--- src/rtl/bf16_pkg.sv ---
// Purpose: shared types and constants for the BF16 result packing path.
// Latency: n/a (types only).
// Backpressure: n/a (types only).
package bf16_pkg;

    typedef logic [15:0] bf16_t;
    typedef logic [3:0]  fpcsr_t;

    // fpcsr bit positions
    localparam int FLAG_NV = 3;
    localparam int FLAG_OF = 2;
    localparam int FLAG_UF = 1;
    localparam int FLAG_NX = 0;

    // Canonical quiet NaN
    localparam bf16_t BF16_QNAN = 16'h7FC0;

    typedef enum logic {
        EMPTY = 1'b0,
        HALF  = 1'b1
    } pack_state_e;

    // True for any NaN encoding: all-ones exponent, non-zero mantissa
    function automatic logic bf16_is_nan(input bf16_t v);
        return (v[14:7] == 8'hFF) && (v[6:0] != 7'd0);
    endfunction

endpackage

--- src/rtl/bf16_out_reg.sv ---
// Purpose: single-entry valid/ready output register holding a packed word, partial bit and flags.
// Latency: 1 cycle from load to out_valid.
// Backpressure: contents held stable while out_valid & !out_ready; slot_free tells the producer when a load is legal.
module bf16_out_reg
    import bf16_pkg::*;
(
    input  logic        clk,
    input  logic        reset,
    input  logic        load_vld,
    input  logic [31:0] load_dat,
    input  logic        load_partial,
    input  fpcsr_t      load_flags,
    input  logic        out_ready,
    output logic        out_valid,
    output logic [31:0] out_data,
    output logic        out_partial,
    output fpcsr_t      out_flags,
    output logic        slot_free
);

    logic        valid_d,   valid_q;
    logic [31:0] data_d,    data_q;
    logic        partial_d, partial_q;
    fpcsr_t      flags_d,   flags_q;

    assign slot_free   = !valid_q || out_ready;
    assign out_valid   = valid_q;
    assign out_data    = data_q;
    assign out_partial = partial_q;
    assign out_flags   = flags_q;

    // Next contents: take a new word when loaded, otherwise hold; valid drops after handshake
    always_comb begin
        valid_d   = valid_q && !out_ready;
        data_d    = data_q;
        partial_d = partial_q;
        flags_d   = flags_q;
        if (load_vld) begin
            valid_d   = 1'b1;
            data_d    = load_dat;
            partial_d = load_partial;
            flags_d   = load_flags;
        end
    end

    // Register state with synchronous reset
    always_ff @(posedge clk) begin
        if (reset) begin
            valid_q   <= 1'b0;
            data_q    <= 32'd0;
            partial_q <= 1'b0;
            flags_q   <= '0;
        end else begin
            valid_q   <= valid_d;
            data_q    <= data_d;
            partial_q <= partial_d;
            flags_q   <= flags_d;
        end
    end

endmodule

--- src/rtl/bf16_result_packer.sv ---
// Purpose: packs two BF16 results into one 32-bit writeback word, tracks sticky fpcsr; macro BF16_PACK_NAN_CANON_EN enables NaN canonicalisation.
// Latency: 1 cycle from the completing accept (or flush) to out_valid.
// Backpressure: in_ready drops when a word must be emitted but the output register is occupied and not draining.
module bf16_result_packer
    import bf16_pkg::*;
#(
    parameter logic [15:0] PAD_VALUE = 16'h0000,
    parameter int          CNT_W     = 16
) (
    input  logic             clk,
    input  logic             reset,
    input  logic             in_valid,
    output logic             in_ready,
    input  logic [15:0]      in_result,
    input  logic [3:0]       in_flags,
    input  logic             flush,
    input  logic             flags_clear,
    output logic             out_valid,
    input  logic             out_ready,
    output logic [31:0]      out_data,
    output logic             out_partial,
    output logic [3:0]       out_flags,
    output logic [3:0]       sticky_flags,
    output logic [CNT_W-1:0] word_count
);

    pack_state_e      state_d, state_q;
    bf16_t            lo_d, lo_q;
    fpcsr_t           lo_flags_d, lo_flags_q;
    logic             flush_pend_d, flush_pend_q;
    fpcsr_t           sticky_d, sticky_q;
    logic [CNT_W-1:0] count_d, count_q;

    logic        slot_free;
    logic        accept;
    logic        in_ready_c;
    bf16_t       res_c;
    fpcsr_t      flg_c;
    logic        emit_vld;
    logic [31:0] emit_dat;
    logic        emit_partial;
    fpcsr_t      emit_flags;
    logic        flush_eff;

    assign accept   = in_valid && in_ready_c;
    assign in_ready = in_ready_c;

    // Incoming result/flags, optionally canonicalising NaNs
    always_comb begin
        res_c = in_result;
        flg_c = in_flags;
`ifdef BF16_PACK_NAN_CANON_EN
        if (bf16_is_nan(in_result)) begin
            res_c          = BF16_QNAN;
            flg_c[FLAG_NV] = 1'b1;
        end
`endif
    end

    // Pack FSM: decide readiness, what to emit and the next held half
    always_comb begin
        state_d      = state_q;
        lo_d         = lo_q;
        lo_flags_d   = lo_flags_q;
        flush_pend_d = flush_pend_q;
        in_ready_c   = 1'b1;
        emit_vld     = 1'b0;
        emit_dat     = 32'd0;
        emit_partial = 1'b0;
        emit_flags   = '0;
        flush_eff    = flush || flush_pend_q;
        case (state_q)
            EMPTY: begin
                flush_pend_d = 1'b0;
                // A flushed lone result goes straight out, so it needs the slot now
                in_ready_c = !(flush && in_valid && !slot_free);
                if (accept) begin
                    if (flush) begin
                        emit_vld     = 1'b1;
                        emit_dat     = {PAD_VALUE, res_c};
                        emit_partial = 1'b1;
                        emit_flags   = flg_c;
                    end else begin
                        lo_d       = res_c;
                        lo_flags_d = flg_c;
                        state_d    = HALF;
                    end
                end
            end
            HALF: begin
                in_ready_c = slot_free;
                if (accept) begin
                    // Pair completes; any flush in the same cycle has nothing left to emit
                    emit_vld     = 1'b1;
                    emit_dat     = {res_c, lo_q};
                    emit_flags   = lo_flags_q | flg_c;
                    state_d      = EMPTY;
                    flush_pend_d = 1'b0;
                end else if (flush_eff) begin
                    if (slot_free) begin
                        emit_vld     = 1'b1;
                        emit_dat     = {PAD_VALUE, lo_q};
                        emit_partial = 1'b1;
                        emit_flags   = lo_flags_q;
                        state_d      = EMPTY;
                        flush_pend_d = 1'b0;
                    end else begin
                        flush_pend_d = 1'b1;
                    end
                end
            end
            default: state_d = EMPTY;
        endcase
    end

    // Sticky flags (clear applies before the OR) and handshake counter
    always_comb begin
        sticky_d = sticky_q;
        if (flags_clear) begin
            sticky_d = '0;
        end
        if (accept) begin
            sticky_d = sticky_d | flg_c;
        end
        count_d = count_q;
        if (out_valid && out_ready) begin
            count_d = count_q + 1'b1;
        end
    end

    // Register FSM and bookkeeping state with synchronous reset
    always_ff @(posedge clk) begin
        if (reset) begin
            state_q      <= EMPTY;
            lo_q         <= '0;
            lo_flags_q   <= '0;
            flush_pend_q <= 1'b0;
            sticky_q     <= '0;
            count_q      <= '0;
        end else begin
            state_q      <= state_d;
            lo_q         <= lo_d;
            lo_flags_q   <= lo_flags_d;
            flush_pend_q <= flush_pend_d;
            sticky_q     <= sticky_d;
            count_q      <= count_d;
        end
    end

    assign sticky_flags = sticky_q;
    assign word_count   = count_q;

    bf16_out_reg u_out_reg (
        .clk          (clk),
        .reset        (reset),
        .load_vld     (emit_vld),
        .load_dat     (emit_dat),
        .load_partial (emit_partial),
        .load_flags   (emit_flags),
        .out_ready    (out_ready),
        .out_valid    (out_valid),
        .out_data     (out_data),
        .out_partial  (out_partial),
        .out_flags    (out_flags),
        .slot_free    (slot_free)
    );

endmodule

--- config.mk ---
export PLATFORM = sky130hd
export DESIGN_NAME = bf16_result_packer
export DESIGN_NICKNAME = d
export VERILOG_FILES = /design/src/rtl/bf16_pkg.sv /design/src/rtl/bf16_out_reg.sv /design/src/rtl/bf16_result_packer.sv
export SDC_FILE = /design/constraint.sdc
export NUM_CORES = 1
export LEC_CHECK = 0
export ABC_AREA = 0
export BUFFER_PORTS_ARGS = -buffer_cell sky130_fd_sc_hd__buf_2
export CORE_ASPECT_RATIO = 1.5
export CORE_MARGIN = 5
export CORE_UTILIZATION = 57
export DETAILED_ROUTE_END_ITERATION = 8
export MAX_ROUTING_LAYER = met4
export PLACE_DENSITY = 0.88
export SYNTH_ARGS = -nofsm -noshare
export SYNTH_HDL_FRONTEND = slang
export SYNTH_HIERARCHICAL = 1
export SYNTH_SLANG_ARGS = --single-unit
--- constraint.sdc ---
create_clock -name clk -period 5.1 [get_ports clk]
set_input_delay 0.51 -clock clk [delete_from_list [all_inputs] [get_ports clk]]
set_output_delay 0.51 -clock clk [all_outputs]
set_load 0.03 [all_outputs]
Word-level counts from Yosys, hierarchy flattened --
Index checks and enable logic that the tools add are counted.
Word-level totals: latch bits 0, memories kept 0, input port bits 26, flip-flop bits (word level) 80, output and inout bits 59, memory bits (read-only) 0, memory bits (writable) 0
Operators by class: muxes and demuxes 33, add/subtract/negate cells 1, div/mod/pow operators 0, shift operators 0, multiply operators 0, reductions and logical operators 12, equal/unequal tests 1, bitwise gates (word level) 4, $lt $le $gt $ge 0
Operators by type and width (count):
- 16-bit 2-to-1 mux | 4
- 32-bit one-hot mux with 2 select lines | 1
- 32-bit 2-to-1 mux | 1
- 4-bit 2-to-1 mux | 7
- 16-bit by 1-bit adder with 16-bit output (second input constant) | 1
- 1-bit 2-to-1 mux | 14
- 1-bit one-hot mux with 2 select lines | 5
- 4-bit OR | 2
- 4-bit one-hot mux with 2 select lines | 1
- 1-bit logical AND | 5
- 1-bit logical NOT | 4
- 3-bit by 1-bit != test with 1-bit output (second input constant) | 1
- 3-bit AND reduction | 1
- 1-bit logical OR | 2
- 1-bit inverter | 2

Longest topological paths before layout --
depth in word-level cells 10, gate-level depth with buffers 8, mapped depth without buffers 6

Cells and area by module --
The synthesis kept the hierarchy.
Modules (own cells, without submodules):
- bf16_result_packer | sequential area each 840.8 sq um, area an instance 2094.5 sq um, cells an instance 253, times used 1
- bf16_out_reg | sequential area each 760.7 sq um, area an instance 1361.3 sq um, cells an instance 123, times used 1

Worst setup path after synthesis --
No wires, ideal clock.
path type input to register, from in in_valid, to reg u_out_reg.data_q[16], in the netlist u_out_reg/out_data[16], arrival time 1844 ps, path buffers 4, setup slack 3129 ps, stages 8, cell sequence buf_4 -> o311a_1 -> clkbuf_1 -> a21o_1 -> buf_6 -> buf_12 -> mux2i_1 -> nor2_1
On the way: longest elaborated chain between the ends 7
Ends and longest elaborated chain:
- start, declared | line bf16_result_packer.sv:12 | input logic in_valid,
- 1-bit logical AND (2 in series) | line bf16_result_packer.sv:76 | in_ready_c = !(flush && in_valid && !slot_free);
- 1-bit logical NOT | line bf16_result_packer.sv:76
- 1-bit one-hot mux with 2 select lines | line bf16_result_packer.sv:72 | case (state_q)
- 1-bit logical AND (*) | line bf16_result_packer.sv:45 | assign accept = in_valid && in_ready_c;
- 1-bit 2-to-1 mux (on tied branches) | line bf16_result_packer.sv:92, bf16_result_packer.sv:77
- 1-bit one-hot mux with 2 select lines (*) | line bf16_result_packer.sv:72
- net emit_vld | line bf16_result_packer.sv:39 | logic emit_vld;
- end signal, assigned | line bf16_out_reg.sv:55 | data_q <= data_d;
- end, declared | line bf16_out_reg.sv:22 | logic [31:0] data_d, data_q;
Mark *: on every way through the listed nets, which the timed path passes. The rest lies on a longest branch. A chain may end at the register's enable or synchronous reset.

Worst setup path after layout --
from reg u_out_reg.valid_q, in the netlist u_out_reg/out_valid, to reg u_out_reg.data_q[0], in the netlist u_out_reg/out_data[0]
On the way: longest elaborated chain between the ends 9
Ends and longest elaborated chain:
- start, declared | line bf16_out_reg.sv:21 | logic valid_d, valid_q;
- start signal, assigned | line bf16_out_reg.sv:54 | valid_q <= valid_d;
- 1-bit logical NOT (*) | line bf16_out_reg.sv:26 | assign slot_free = !valid_q || out_ready;
- 1-bit logical OR (*) | line bf16_out_reg.sv:26
- net slot_free | line bf16_result_packer.sv:34 | logic slot_free;
- 1-bit logical NOT | line bf16_result_packer.sv:76
- 1-bit logical AND | line bf16_result_packer.sv:76
- 1-bit logical NOT | line bf16_result_packer.sv:76
- 1-bit one-hot mux with 2 select lines | line bf16_result_packer.sv:72
- 1-bit logical AND | line bf16_result_packer.sv:45
- 1-bit 2-to-1 mux (on tied branches) | line bf16_result_packer.sv:92, bf16_result_packer.sv:77
- 1-bit one-hot mux with 2 select lines (*) | line bf16_result_packer.sv:72
- net emit_vld | line bf16_result_packer.sv:39
Marked as above.

==> run summary <==
initial antenna violation count = 0
CTS tree = built
Top Usage Layer GRT = met2
clk_skew = 0.007528 ns
FMAX = 355.0 MHz
Comb power frac = 0.106
Tmin final = 2.817 ns
TritonCTS Buffers = 9
Die Area = 7752 um2
ys flop type = dfxtp_1
EDFF count, synth = 0
Routed Antenna Nets = 0
via count of the first global-routing pass = 2680
Mapped Cells = 376
Hold Buf Count CTS = 0
H-tree depth reported by CTS = 3
die width = 73.58 um
Mean Syn Cell Area = 9.191 um2
I/O pin count = 85
status = finished clean
row cnt = 34
Switch Pwr = 302.3 uW
Yosys reg bits = 80
Sink Count = 80
MaxCap Viol Count = 0
clk buf depth = 2
Clk pwr share = 0.360
Hold WC Path Type = in -> reg
post-synthesis cell area = 3456 um2
n_diodes = 0
GR Util All Layers = 0.1996
fin cells = 525
port buffer count = 84
hold_sp = in_result[11]
Fin. Hold Viols = 0
setup TNS = 0 ns
commonest non-fill, non-tap cells in the layout = buf_2 (84), dfxtp_1 (80), nor2_1 (60), nand2_1 (45), mux2i_1 (38)
post_cts resized = 0
RD Place Congestion = 0.8481
Least-Margin Pin Slew = 1.261 ns
nets = 475
largest net degree at the start of global routing = 43
maximum net fanout on the critical path = 38
Worst-path clk slew = 0.08 ns
Critical Path RT = 5.31 ns
Hold Path End = lo_q[11]$_SDFFE_PP0P_
crit path DAT = 3.03 ns
slew margin rel. = 0.1559
placed cells = 509
Worst-Skew Late Latency = 0.34 ns
R2R cell count = 5
grt met2 use = 0.3325
RSZ-0062 raised after global routing = false
Area Overhead vs Synth = 15.97%
ratio of cells with drive above 1 in the final layout = 0.2539
WL per Instance = 14.26 um
Synth async-reset ratio = 0
R2R Setup Slk = 2.28 ns
Worst VDD drop = 0.1779 mV
Via-to-Cell Ratio = 5.352
commonest non-fill, non-tap cell in the layout = buf_2
Clock Tree Root = clkbuf_8
R2R Path End = u_out_reg/out_data[0]$_SDFFE_PP0P_
LEAKAGE = 1.781 nW
Yosys cell types = 45
Mapped Nets = 403
core outline area = 5871 um2
met3 usage = 0.05333
Syn. warnings = 6
max-slew violation count = 0
switch share = 0.2484
setup bufs post-CTS = 0
cell-internal power = 914.7 uW
final worst path period share = 0.5524
critical path startpoint category = flop
DRC viols = 0
grt total ovfl = 0
global-route wire length before repair = 12110 um
CP endpoint kind = flop
Flop pwr share = 0.534
initial drt markers = 251
# setup viols final = 0
PwrDens = 303.7 nW/um2
Seq/Total Area, Yosys = 0.4634
grt met1 use = 0.2237
DRT Pass-1 Iters = 5
Hold Path Cell Cnt = 3
final WL = 7485 um
worst r2r src = u_out_reg/out_valid$_SDFF_PP0_
DP Wirelength = 5135 um
initial cell density of the core = 0.5887
final core utilization = 0.6827
Die Ht = 105.4 um
via count = 2810
CP Class = reg -> reg
[worst max path at each step]
stage	end	from	cells after the start	slack (ns)
2_1_floorplan	u_out_reg/out_data[16]$_SDFFE_PP0P_	in_valid	8	3.13
3_3_place_gp	u_out_reg/out_data[31]$_SDFFE_PP0P_	out_ready	6	2.09
3_5_place_dp	u_out_reg/out_data[0]$_SDFFE_PP0P_	out_ready	6	2.00
4_1_cts	u_out_reg/out_data[0]$_SDFFE_PP0P_	u_out_reg/out_valid$_SDFF_PP0_	5	2.30
5_1_grt	u_out_reg/out_data[26]$_SDFFE_PP0P_	u_out_reg/out_valid$_SDFF_PP0_	5	2.11
6_report	u_out_reg/out_data[0]$_SDFFE_PP0P_	u_out_reg/out_valid$_SDFF_PP0_	5	2.28
[stage by stage]
stage          total power [mW]  hold slack, ns  setup slack [ns]  instance area (um2)
2_1_floorplan            0.7638          0.4360             3.129                 3456
3_3_place_gp             0.7899          0.4411             2.088                 3826
3_5_place_dp             0.7934          0.4482             2.004                 3826
4_1_cts                   1.226          0.4156             2.303                 4008
5_1_grt                   1.266          0.4131             2.109                 4008
6_report                  1.217          0.4314             2.283                 4008
[power by group through the flow]
stage | clock [mW] | combinational, mW | sequential, mW
floorplan | 0 | 0.0852 | 0.679
global placement | 0 | 0.126 | 0.664
detailed placement | 0 | 0.129 | 0.665
CTS | 0.446 | 0.130 | 0.650
global route | 0.473 | 0.141 | 0.652
finish | 0.438 | 0.129 | 0.650
[cell type report]
type,instances,area (um2)
clock buffers,13,138.9
clock inverters,3,42.54
fillers,474,1863
inverters,4,15.01
multi-input cells,268,1692
flip-flops and latches,80,1602
well taps,72,90.09
repair buffers,85,427.9
[layer usage]
layer,part of all wire,up-vias,routed length [um]
li1,-,1413,-
met1,0.41,1313,3067
met2,0.52,72,3873
met3,0.055,12,409
met4,0.018,0,135
met5,0,-,0
[sequential cells by signal, summed over array words and instances, names as in the netlist]
register               flops
u_out_reg/out_data        32
lo_q                      16
word_count                16
lo_flags_q                 4
sticky_flags               4
u_out_reg/out_flags        4
flush_pend_q               1
state_q                    1
u_out_reg/out_partial      1
u_out_reg/out_valid        1
[logic make-up after synthesis]
kind of cell               after synthesis  synth area share
and+or+nand+nor                        159            0.2303
DFF                                     80            0.4634
AOI/OAI and AO/OA                       57            0.1090
muxes                                   39            0.1144
buffers and inverters                   28           0.04888
xor gates and xnor gates                12           0.03041
adders and majority gates                1          0.003620
[cells in the mapped netlist, types with 3 or more instances]
master	n	area, um2
nand2b_1	3	18.77
and2_1	17	106.4
clkbuf_1	10	37.54
buf_2	7	35.03
nor2_1	60	225.2
nor3_1	4	20.02
nand3_1	4	20.02
nand2_1	45	168.9
o21ai_0	3	15.01
a21oi_1	29	145.1
buf_4	4	30.03
mux2i_1	38	380.4
a22o_1	20	175.2
nor2b_1	4	25.02
inv_1	3	11.26
xor2_1	4	35.03
xnor2_1	8	70.07
dfxtp_1	80	1602
[critical path, cell delays in order, from the launching register on]
cell      delay, ns
dfxtp_1        0.38
nand2b_1       0.23
o311a_1        0.75
a21o_2         0.92
mux2i_1        0.30
nor2_1         0.06
(Power assumes the default switching activity.)
